--- src/rtl/updown_mod_counter.sv ---
// updown_mod_counter
//   Synchronous up/down counter over the range 0..MODULUS-1.
//   It supports a parallel load, and it can wrap or saturate at either end.
//   A one-shot mode parks the counter at its terminal value until the next load
//   or reset.
//
// Parameters
//   WIDTH      count width in bits
//   MODULUS    number of count values (2 <= MODULUS <= 2**WIDTH)
//   RESET_VAL  count value after reset (< MODULUS)
//   SATURATE   1: hold at the end value instead of wrapping (continuous mode)
//
// Ports
//   clk       in   rising-edge clock
//   rst       in   synchronous reset, active-high
//   en        in   count enable, one step per enabled cycle
//   up_dn     in   1 = count up, 0 = count down
//   load      in   parallel load strobe (works even with en low)
//   load_val  in   value to load, clamped to MODULUS-1
//   oneshot   in   1 = halt on reaching the end value instead of wrapping
//   count     out  registered count
//   tc        out  combinational terminal count: en & ~halted & count at end value
//   wrap      out  registered pulse, high while count shows a freshly wrapped value
//   halted    out  registered, high while the counter is parked in HALT
module updown_mod_counter #(
  parameter int WIDTH     = 3,
  parameter int MODULUS   = 8,
  parameter int RESET_VAL = 0,
  parameter int SATURATE  = 0
) (
  input  logic             clk,
  input  logic             rst,
  input  logic             en,
  input  logic             up_dn,
  input  logic             load,
  input  logic [WIDTH-1:0] load_val,
  input  logic             oneshot,
  output logic [WIDTH-1:0] count,
  output logic             tc,
  output logic             wrap,
  output logic             halted
);

  typedef enum logic {RUN, HALT} state_t;

  localparam logic [WIDTH-1:0] MaxVal   = WIDTH'(MODULUS - 1);
  localparam logic [WIDTH-1:0] ResetVal = WIDTH'(RESET_VAL);
  localparam logic [WIDTH-1:0] One      = WIDTH'(1);

  state_t           state;
  logic             atEnd;
  logic [WIDTH-1:0] clampedLoad;

  // The end value depends on the direction being asked for right now, so turning
  // around at MODULUS-1 or at 0 is an ordinary step and not a wrap. Loads above
  // the top of the range are pinned to MODULUS-1, which keeps every visible count
  // inside the modulus.
  always_comb begin
    atEnd       = up_dn ? (count == MaxVal) : (count == '0);
    clampedLoad = (load_val > MaxVal) ? MaxVal : load_val;
  end

  // Terminal count looks only at registered state and the live en/up_dn inputs.
  // Load does not feed into it, and it stays low while the counter is parked.
  assign tc     = en & ~halted & atEnd;
  assign halted = (state == HALT);

  // The counter and its FSM share one clocked block. Reset takes priority over
  // load, and load takes priority over counting. Steps away from the end value
  // cannot overflow because the end check comes first. That lets plain +1/-1 work
  // for any modulus, including MODULUS = 2**WIDTH.
  always_ff @(posedge clk) begin
    if (rst) begin
      count <= ResetVal;
      wrap  <= 1'b0;
      state <= RUN;
    end else if (load) begin
      count <= clampedLoad;
      wrap  <= 1'b0;
      state <= RUN;
    end else begin
      wrap <= 1'b0;
      if (state == RUN && en) begin
        if (!atEnd) begin
          count <= up_dn ? (count + One) : (count - One);
        end else if (oneshot) begin
          state <= HALT;
        end else if (SATURATE == 0) begin
          count <= up_dn ? '0 : MaxVal;
          wrap  <= 1'b1;
        end
      end
    end
  end

endmodule

--- config.mk ---
export PLATFORM = sky130hd
export DESIGN_NAME = updown_mod_counter
export DESIGN_NICKNAME = d
export VERILOG_FILES = /design/src/rtl/updown_mod_counter.sv
export SDC_FILE = /design/constraint.sdc
export NUM_CORES = 1
export LEC_CHECK = 0
export ABC_CLOCK_PERIOD_IN_PS = 2200
export BUFFER_PORTS_ARGS = -buffer_cell sky130_fd_sc_hd__buf_2
export CELL_PAD_IN_SITES_DETAIL_PLACEMENT = 1
export CELL_PAD_IN_SITES_GLOBAL_PLACEMENT = 2
export CORE_MARGIN = 2
export CORE_UTILIZATION = 24
export DETAILED_ROUTE_END_ITERATION = 8
export PLACE_DENSITY = 0.73
export SLEW_MARGIN = 25
export SYNTH_ARGS = -nofsm -noshare
export SYNTH_HDL_FRONTEND = slang
export SYNTH_SLANG_ARGS = --single-unit
--- constraint.sdc ---
create_clock -name clk -period 2.2 [get_ports clk]
set_input_delay 0.44 -clock clk [delete_from_list [all_inputs] [get_ports clk]]
set_output_delay 0.44 -clock clk [all_outputs]
set_load 0.05 [all_outputs]
==> metrics.txt, run 1 <==
YS warnings 0; Final GP Congestion 0.7404; Yosys top cell by area dfxtp_1; root buffer cell clkbuf_4; slowest stage cell, crit path or4_4; Avg Cell Area, Syn 8.359 um2; Netlist cell types 24; Syn Std Cell Area 392.9 um2; post-layout util 33.42%; setup tns final 0 ns; status finished clean; post-synthesis sequential area ratio 25.48%; busiest grt layer met2; die area 1977 um2; Crit path max-delay family simple AND/OR/NAND/NOR gates; GR Layer Usage met3 2.449%; CP arrival 1.66 ns; share of layout cells above drive strength 1 40.63%; CTS tree built; First-pass DRT Iterations 4; largest net degree at the start of global routing 12; Placed Instance Area 483.0 um2; post-CTS setup buffer count 0; pre-CTS WS 0.2465 ns; most common cell after layout, fill and taps aside buf_2; Die X 44.46 um; post-CTS resize count 0; count of final setup violators 0; Initial DRC Count 5; vias in the first global route 333; Worst VDD drop 261.4 uV; Cell Pwr Density 644.8 nW/um2; Hold/Removal Path Class input pin to register; Remaining Overflow, GRT 0; Slew @ Worst Pin 0.3014 ns; Slew Viols, Final 0; crit path cell chain or4_4, a21oi_2, buf_2; top cells by area, synth dfxtp_1, nor3_1, inv_1, a21oi_1, fa_1; area of the core 1524 um2; clk slew on worst S/H paths 0.05 ns; crit-path max FO 8; register bit total from synthesis 5; met1 Usage GRT 13.20%; crit-path max cell delay 0.57 ns; most frequent cells in the layout buf_2, inv_1, nor3_1, dfxtp_1; Max-slew headroom 79.59%; Starting Density 25.78%; WL/cell 12.44 um; Post-Syn Instances 47; net count after synthesis 57; clk_lat worst skew 0.24 ns; Worst Skew 0.005354 ns; Fin. Hold Viols 0; Residual DRC 0; CP endpoint kind output pin; drt via density 5.288; CP Buf/Inv Count 1; Fmax 475.2 MHz; die span in y 44.46 um; CTS Hold Bufs 0; CTS sink cnt 5; number of max-cap violations 0; Clock Tree Buf Depth 2; CP Data Required Time 1.76 ns; Final ANT Viol Nets 0; initial antenna violation count 0; GR Util All Layers 10.51%; final WL 995 um; Critical Path Start Type register; Pleak 0.2245 nW; IO Pins 15; final worst slack 0.09579 ns; Final Power 0.3284 mW; Num CTS Buffers 3; PortBufs 14; number of diodes 0; Final min period 2.104 ns; period utilisation layout 95.65%; final net count 75; first-pass GRT wire length 1.483 mm; Via Count 423; Synth top area share 25.48%; M2 GR Usage 15.65%; crit path kind register to output pin; RSZ-0062 raised after global routing no; H-Tree Depth 1; # fillers 190; fin area 509.2 um2; area grow syn2layout 29.62%; row count 14; DPL Wire Length 814.1 um
==> registers in the layout, indices dropped and copies added (netlist names) <==
register / count
wrap: 1
halted: 1
count: 3
==> cells by family after synthesis <==
group	count (synthesis)	share of synthesized area (%)
XOR/XNOR	1	2.230
flip-flops	5	25.48
AND/OR/NAND/NOR	15	26.44
AO/OA/AOI/OAI	16	30.26
buffers and inverters	9	10.51
adder cells (fa/ha/maj)	1	5.096
==> Yosys cell counts <==
cell type / n
nor4b_1: 2
a221oi_1: 1
or4b_4: 1
a31oi_1: 3
xor2_1: 1
a21oi_2: 2
inv_1: 6
clkbuf_1: 2
dfxtp_1: 5
nand2b_1: 1
fa_1: 1
nor2_1: 2
nor3_1: 5
o21ai_0: 2
nor2b_1: 1
o311ai_2: 1
nand4_1: 1
a21boi_1: 1
buf_6: 1
or4_4: 1
o221a_2: 1
nor4bb_1: 1
o311ai_1: 1
a21oi_1: 4
==> area by class of cell <==
class,instances,area (um2),share of cell area [%]
Clock buffer,4,26.28,5.160
Multi-Input combinational cell,33,255.2,50.12
Inverter,6,22.52,4.423
Tap cell,16,20.02,3.931
Timing Repair Buffer,16,85.08,16.71
Sequential cell,5,100.1,19.66
==> power breakdown <==
group	total [mW]	switching, mW	internal [mW]
registers	0.102	0.00574	0.0967
clock network	0.109	0.0400	0.0687
logic	0.117	0.0734	0.0438
==> per-stage QoR <==
stage               hold WS, ns  std cells
floorplan                0.5168         47
global placement         0.5457         76
detailed placement       0.5276         76
CTS                      0.4183         80
global route             0.4409         80
finish                   0.4218         80
==> final timing paths <==
kind	slack [ns]	to	startpoint	cells past startpoint
max	0.1	tc	count[0]	3
min	0.42	wrap	oneshot	2
max reg2reg	0.42	count[1]	count[0]	4
min reg2reg	0.54	halted	halted	2
==> metal layers <==
layer / wire, um / vias to the layer above
li1: - / 214
met1: 482 / 196
met2: 450 / 11
met3: 47 / 2
met4: 14 / 0
met5: 0 / -
(Power assumes the default switching activity.)
==> run 2: changes to the inputs <==
--- a/config.mk
+++ b/config.mk
@@ -12,7 +12,7 @@
 export CORE_MARGIN = 2
 export CORE_UTILIZATION = 24
 export DETAILED_ROUTE_END_ITERATION = 8
-export PLACE_DENSITY = 0.73
+export PLACE_DENSITY = 0.72
 export SLEW_MARGIN = 25
 export SYNTH_ARGS = -nofsm -noshare
 export SYNTH_HDL_FRONTEND = slang
==> metrics.txt, run 2 (same netlist as run 1, synthesis figures left out) <==
Clock Tree Buf Depth 2; post-CTS setup buffer count 0; crit-path max FO 8; Final GP Congestion 0.7368; FF/Latch Area 100.1 um2; Fmax 476.5 MHz; CTS sink cnt 5; Cell Pwr Density 644.1 nW/um2; slowest stage cell, crit path or4_4; count of final setup violators 0; crit path to tc; Fin. Hold Viols 0; First-pass DRT Iterations 4; clk_lat worst skew 0.25 ns; Via Count 423; Num CTS Buffers 3; root buffer cell clkbuf_4; Initial DRC Count 5; share of layout cells above drive strength 1 40.63%; vias in the first global route 405; Levels on crit path 3; CTS Hold Bufs 0; first-pass GRT wire length 1.649 mm; Final ANT Viol Nets 0; final WL 978 um; Starting Density 25.78%; Final min period 2.099 ns; Crit path max-delay family simple AND/OR/NAND/NOR gates; FF-to-FF End count[1]; WL/cell 12.23 um; Residual DRC 0; Critical Path Start Type register; Worst Skew 0.002716 ns; Slew Viols, Final 0; P_int 0.2092 mW; CP Buf/Inv Count 1; Most flops, register count; initial antenna violation count 0; crit-path max cell delay 0.57 ns; max reg flops 3; setup tns final 0 ns; worst reg2reg path startpoint count[0]; most frequent cells in the layout buf_2, inv_1, nor3_1, dfxtp_1; CP endpoint kind output pin; CP Data Required Time 1.76 ns; number of max-cap violations 0; # fillers 193; post-CTS resize count 0; period utilisation layout 95.40%; crit path cell chain or4_4, a21oi_2, buf_2; FF-to-FF path depth 4; H-Tree Depth 1; row count 14; final net count 75; CTS tree built; Die X 44.46 um; most common cell after layout, fill and taps aside buf_2; area grow syn2layout 29.62%; CP startpoint count[0]; NetSw 0.1188 mW; crit path kind register to output pin; final hold slack 0.4196 ns; area of the core 1524 um2; status finished clean; CP arrival 1.66 ns; GR Util All Layers 11.27%; Gate power share 35.4%; r2r setup slk 0.44 ns; RSZ-0062 raised after global routing no; Hold/Removal Path Class input pin to register; drt via density 5.288; clock share of power 33.4%; number of diodes 0; Seq pwr share 31.2%; DPL Wire Length 787.3 um; multi-input logic area 255.2 um2; Worst VDD drop 179.8 uV; die span in y 44.46 um; largest net degree at the start of global routing 12; Remaining Overflow, GRT 0; IO Pins 15; Slew @ Worst Pin 0.3003 ns; die area 1977 um2; Pleak 0.2245 nW; Max-slew headroom 79.67%; PortBufs 14; clk slew on worst S/H paths 0.05 ns; Net Sw Frac 36.21%
-- run 2: how the worst min path moves through the flow --
stage / cells after the start / to / start
floorplan: 1 / halted / rst
global placement: 2 / halted / halted
detailed placement: 2 / halted / halted
CTS: 2 / wrap / oneshot
global route: 2 / wrap / oneshot
finish: 2 / wrap / oneshot
-- run 2: cell type report --
cell class,count,share of cell area [%]
Clock buffer,4,5.160
Inverter,6,4.423
Multi-Input combinational cell,33,50.12
Sequential cell,5,19.66
Tap cell,16,3.931
Timing Repair Buffer,16,16.71
-- run 2: metal layers --
metal / vias to the layer above / part of all wire, % / wire length, um / track usage, %
met5: - / 0 / 0 / 0
met2: 9 / 44 / 434 / 16.52
met3: 2 / 3.8 / 37 / 1.224
met4: 0 / 1.8 / 18 / 9.091
li1: 215 / - / - / -
met1: 197 / 50 / 487 / 14.71
-- run 2: power by group through the flow --
stage / Sequential [mW] / Clock [mW] / Combinational (mW)
after floorplan: 0.126 / 0 / 0.0666
after global placement: 0.105 / 0 / 0.118
after detailed placement: 0.104 / 0 / 0.117
after CTS: 0.103 / 0.116 / 0.117
after global routing: 0.104 / 0.117 / 0.128
final: 0.102 / 0.109 / 0.116
-- run 2: per-stage QoR --
stage / cells / setup slack, ns / instance area [um2] / power [mW] / util [%]
5_1_grt: 80 / 0.01376 / 509.2 / 0.3482 / 33.42
3_5_place_dp: 76 / 0.2434 / 483.0 / 0.2215 / 31.69
2_1_floorplan: 47 / 0.002083 / 396.6 / 0.1931 / -
6_report: 80 / 0.1013 / 509.2 / 0.3280 / 33.42
4_1_cts: 80 / 0.07447 / 509.2 / 0.3361 / 33.42
3_3_place_gp: 76 / 0.2600 / 483.0 / 0.2224 / 31.69
-- run 2: worst register-to-register path: stages, from the launching register on --
cell and delay, ns:
dfxtp_1 0.38, or4_4 0.57, or4b_4 0.54, o311ai_1 0.11
a21oi_2 0.04
==> run 3: changes to the inputs <==
--- a/config.mk
+++ b/config.mk
@@ -12,6 +12,7 @@
 export CORE_MARGIN = 2
 export CORE_UTILIZATION = 24
 export DETAILED_ROUTE_END_ITERATION = 8
+export GPL_TIMING_DRIVEN = 0
 export PLACE_DENSITY = 0.72
 export SLEW_MARGIN = 25
 export SYNTH_ARGS = -nofsm -noshare
==> metrics.txt, run 3 (same netlist as run 1, synthesis figures left out) <==
status finished clean; share of layout cells above drive strength 1 37.50%; Final GP Congestion 0.6434; RSZ-0062 raised after global routing no; count of final setup violators 0; die area 1977 um2; IO Pins 15; placed cell count 76; pre-CTS WS 0.1639 ns; Cell Pwr Density 645.4 nW/um2; vias in the first global route 369; DPL Wire Length 788.1 um; Remaining Overflow, GRT 0; final WL 1.039 mm; post-CTS setup buffer count 0; CTS sink cnt 5; Final ANT Viol Nets 0; most frequent cells in the layout buf_2, inv_1, nor3_1, dfxtp_1; crit-path max cell delay 0.56 ns; Hold/Removal Path Class input pin to register; First-pass DRT Iterations 2; period utilisation layout 95.92%; Fmax 473.9 MHz; row count 14; Starting Density 25.78%; die span in y 44.46 um; CP arrival 1.67 ns; crit path kind register to output pin; CP Buf/Inv Count 2; Fin. Hold Viols 0; clk_lat worst skew 0.24 ns; Final min period 2.110 ns; area grow syn2layout 29.94%; first-pass GRT wire length 1.552 mm; number of max-cap violations 0; drt via density 5.113; clk slew on worst S/H paths 0.05 ns; final net count 75; Die X 44.46 um; Residual DRC 0; Num CTS Buffers 3; CP endpoint kind output pin; GR Util All Layers 11.44%; initial antenna violation count 0; Initial DRC Count 3; WL/cell 12.99 um; number of diodes 0; Clock Tree Buf Depth 2; H-Tree Depth 1; largest net degree at the start of global routing 11; Worst Skew 0.0007292 ns; PortBufs 13; Crit path max-delay family simple AND/OR/NAND/NOR gates; Via Count 409; root buffer cell clkbuf_4; Placed Instance Area 481.7 um2; fin area 510.5 um2; Critical Path Start Type register; Max-slew headroom 70.48%; CP Data Required Time 1.76 ns; area of the core 1524 um2; crit-path max FO 10; Final Non-Filler Cells 80; Most flops, register count; final worst slack 0.08984 ns; Slew Viols, Final 0; most common cell after layout, fill and taps aside buf_2; Worst VDD drop 220.2 uV; crit path cell chain buf_6, or4_4, a21oi_2, buf_4; max reg flops 3; Pleak 0.2189 nW; CTS tree built; slowest stage cell, crit path or4_4; setup tns final 0 ns; Slew @ Worst Pin 0.4427 ns
run 3: changes by cell type in the layout (fill, tap and decap cells not counted), sizes merged:
cell,delta
clkbuf,+2
buf,-2
run 3: where the power goes:
group / total [mW] / switching (mW) / internal, mW
combinational: 0.113 / 0.0691 / 0.0436
sequential: 0.107 / 0.00993 / 0.0967
clock: 0.110 / 0.0413 / 0.0688
run 3: metrics by stage:
step | power, mW | hold WS, ns | util (%)
floorplan | 0.1931 | 0.5168 | -
global placement | 0.2196 | 0.5333 | 31.61
detailed placement | 0.2213 | 0.5335 | 31.61
CTS | 0.3356 | 0.4107 | 33.33
global route | 0.3495 | 0.4464 | 33.50
finish | 0.3295 | 0.4260 | 33.50
run 3: final timing paths:
| kind | from | to | cells past startpoint | slack (ns) |
|---|---|---|---|---|
| worst max-delay path | count[2] | tc | 4 | 0.09 |
| worst min-delay path | oneshot | wrap | 2 | 0.43 |
| worst max register to register | count[2] | count[1] | 5 | 0.37 |
| worst min register to register | halted | halted | 2 | 0.54 |
run 3: per-layer routing:
layer | global-route usage, % | share of wire, % | vias to the layer above | routed length (um)
li1 | - | - | 211 | -
met1 | 12.25 | 46 | 187 | 475
met2 | 17.10 | 48 | 9 | 499
met3 | 1.633 | 4.4 | 2 | 46
met4 | 14.55 | 1.7 | 0 | 18
met5 | 0 | 0 | - | 0
run 3: final cells by class:
cell class	instances	area, um2
Sequential cell	5	100.1
Multi-Input combinational cell	33	255.2
Inverter	6	22.52
Timing Repair Buffer	13	67.56
Buffer	3	18.77
Tap cell	16	20.02
Clock buffer	4	26.28
Fill cell	194	1013
run 3: worst reg2reg max path, delay by kind of cell, from the launching register on:
kind	cells	cell delay, ns
compound gates	2	0.15
simple gates	2	1.11
flops	1	0.31
buf+inv	1	0.13
run 3: repair_timing:
item                       CTS  global route
resized for setup            0             2
setup endpoints to repair    0             1
hold buffers                 0             0
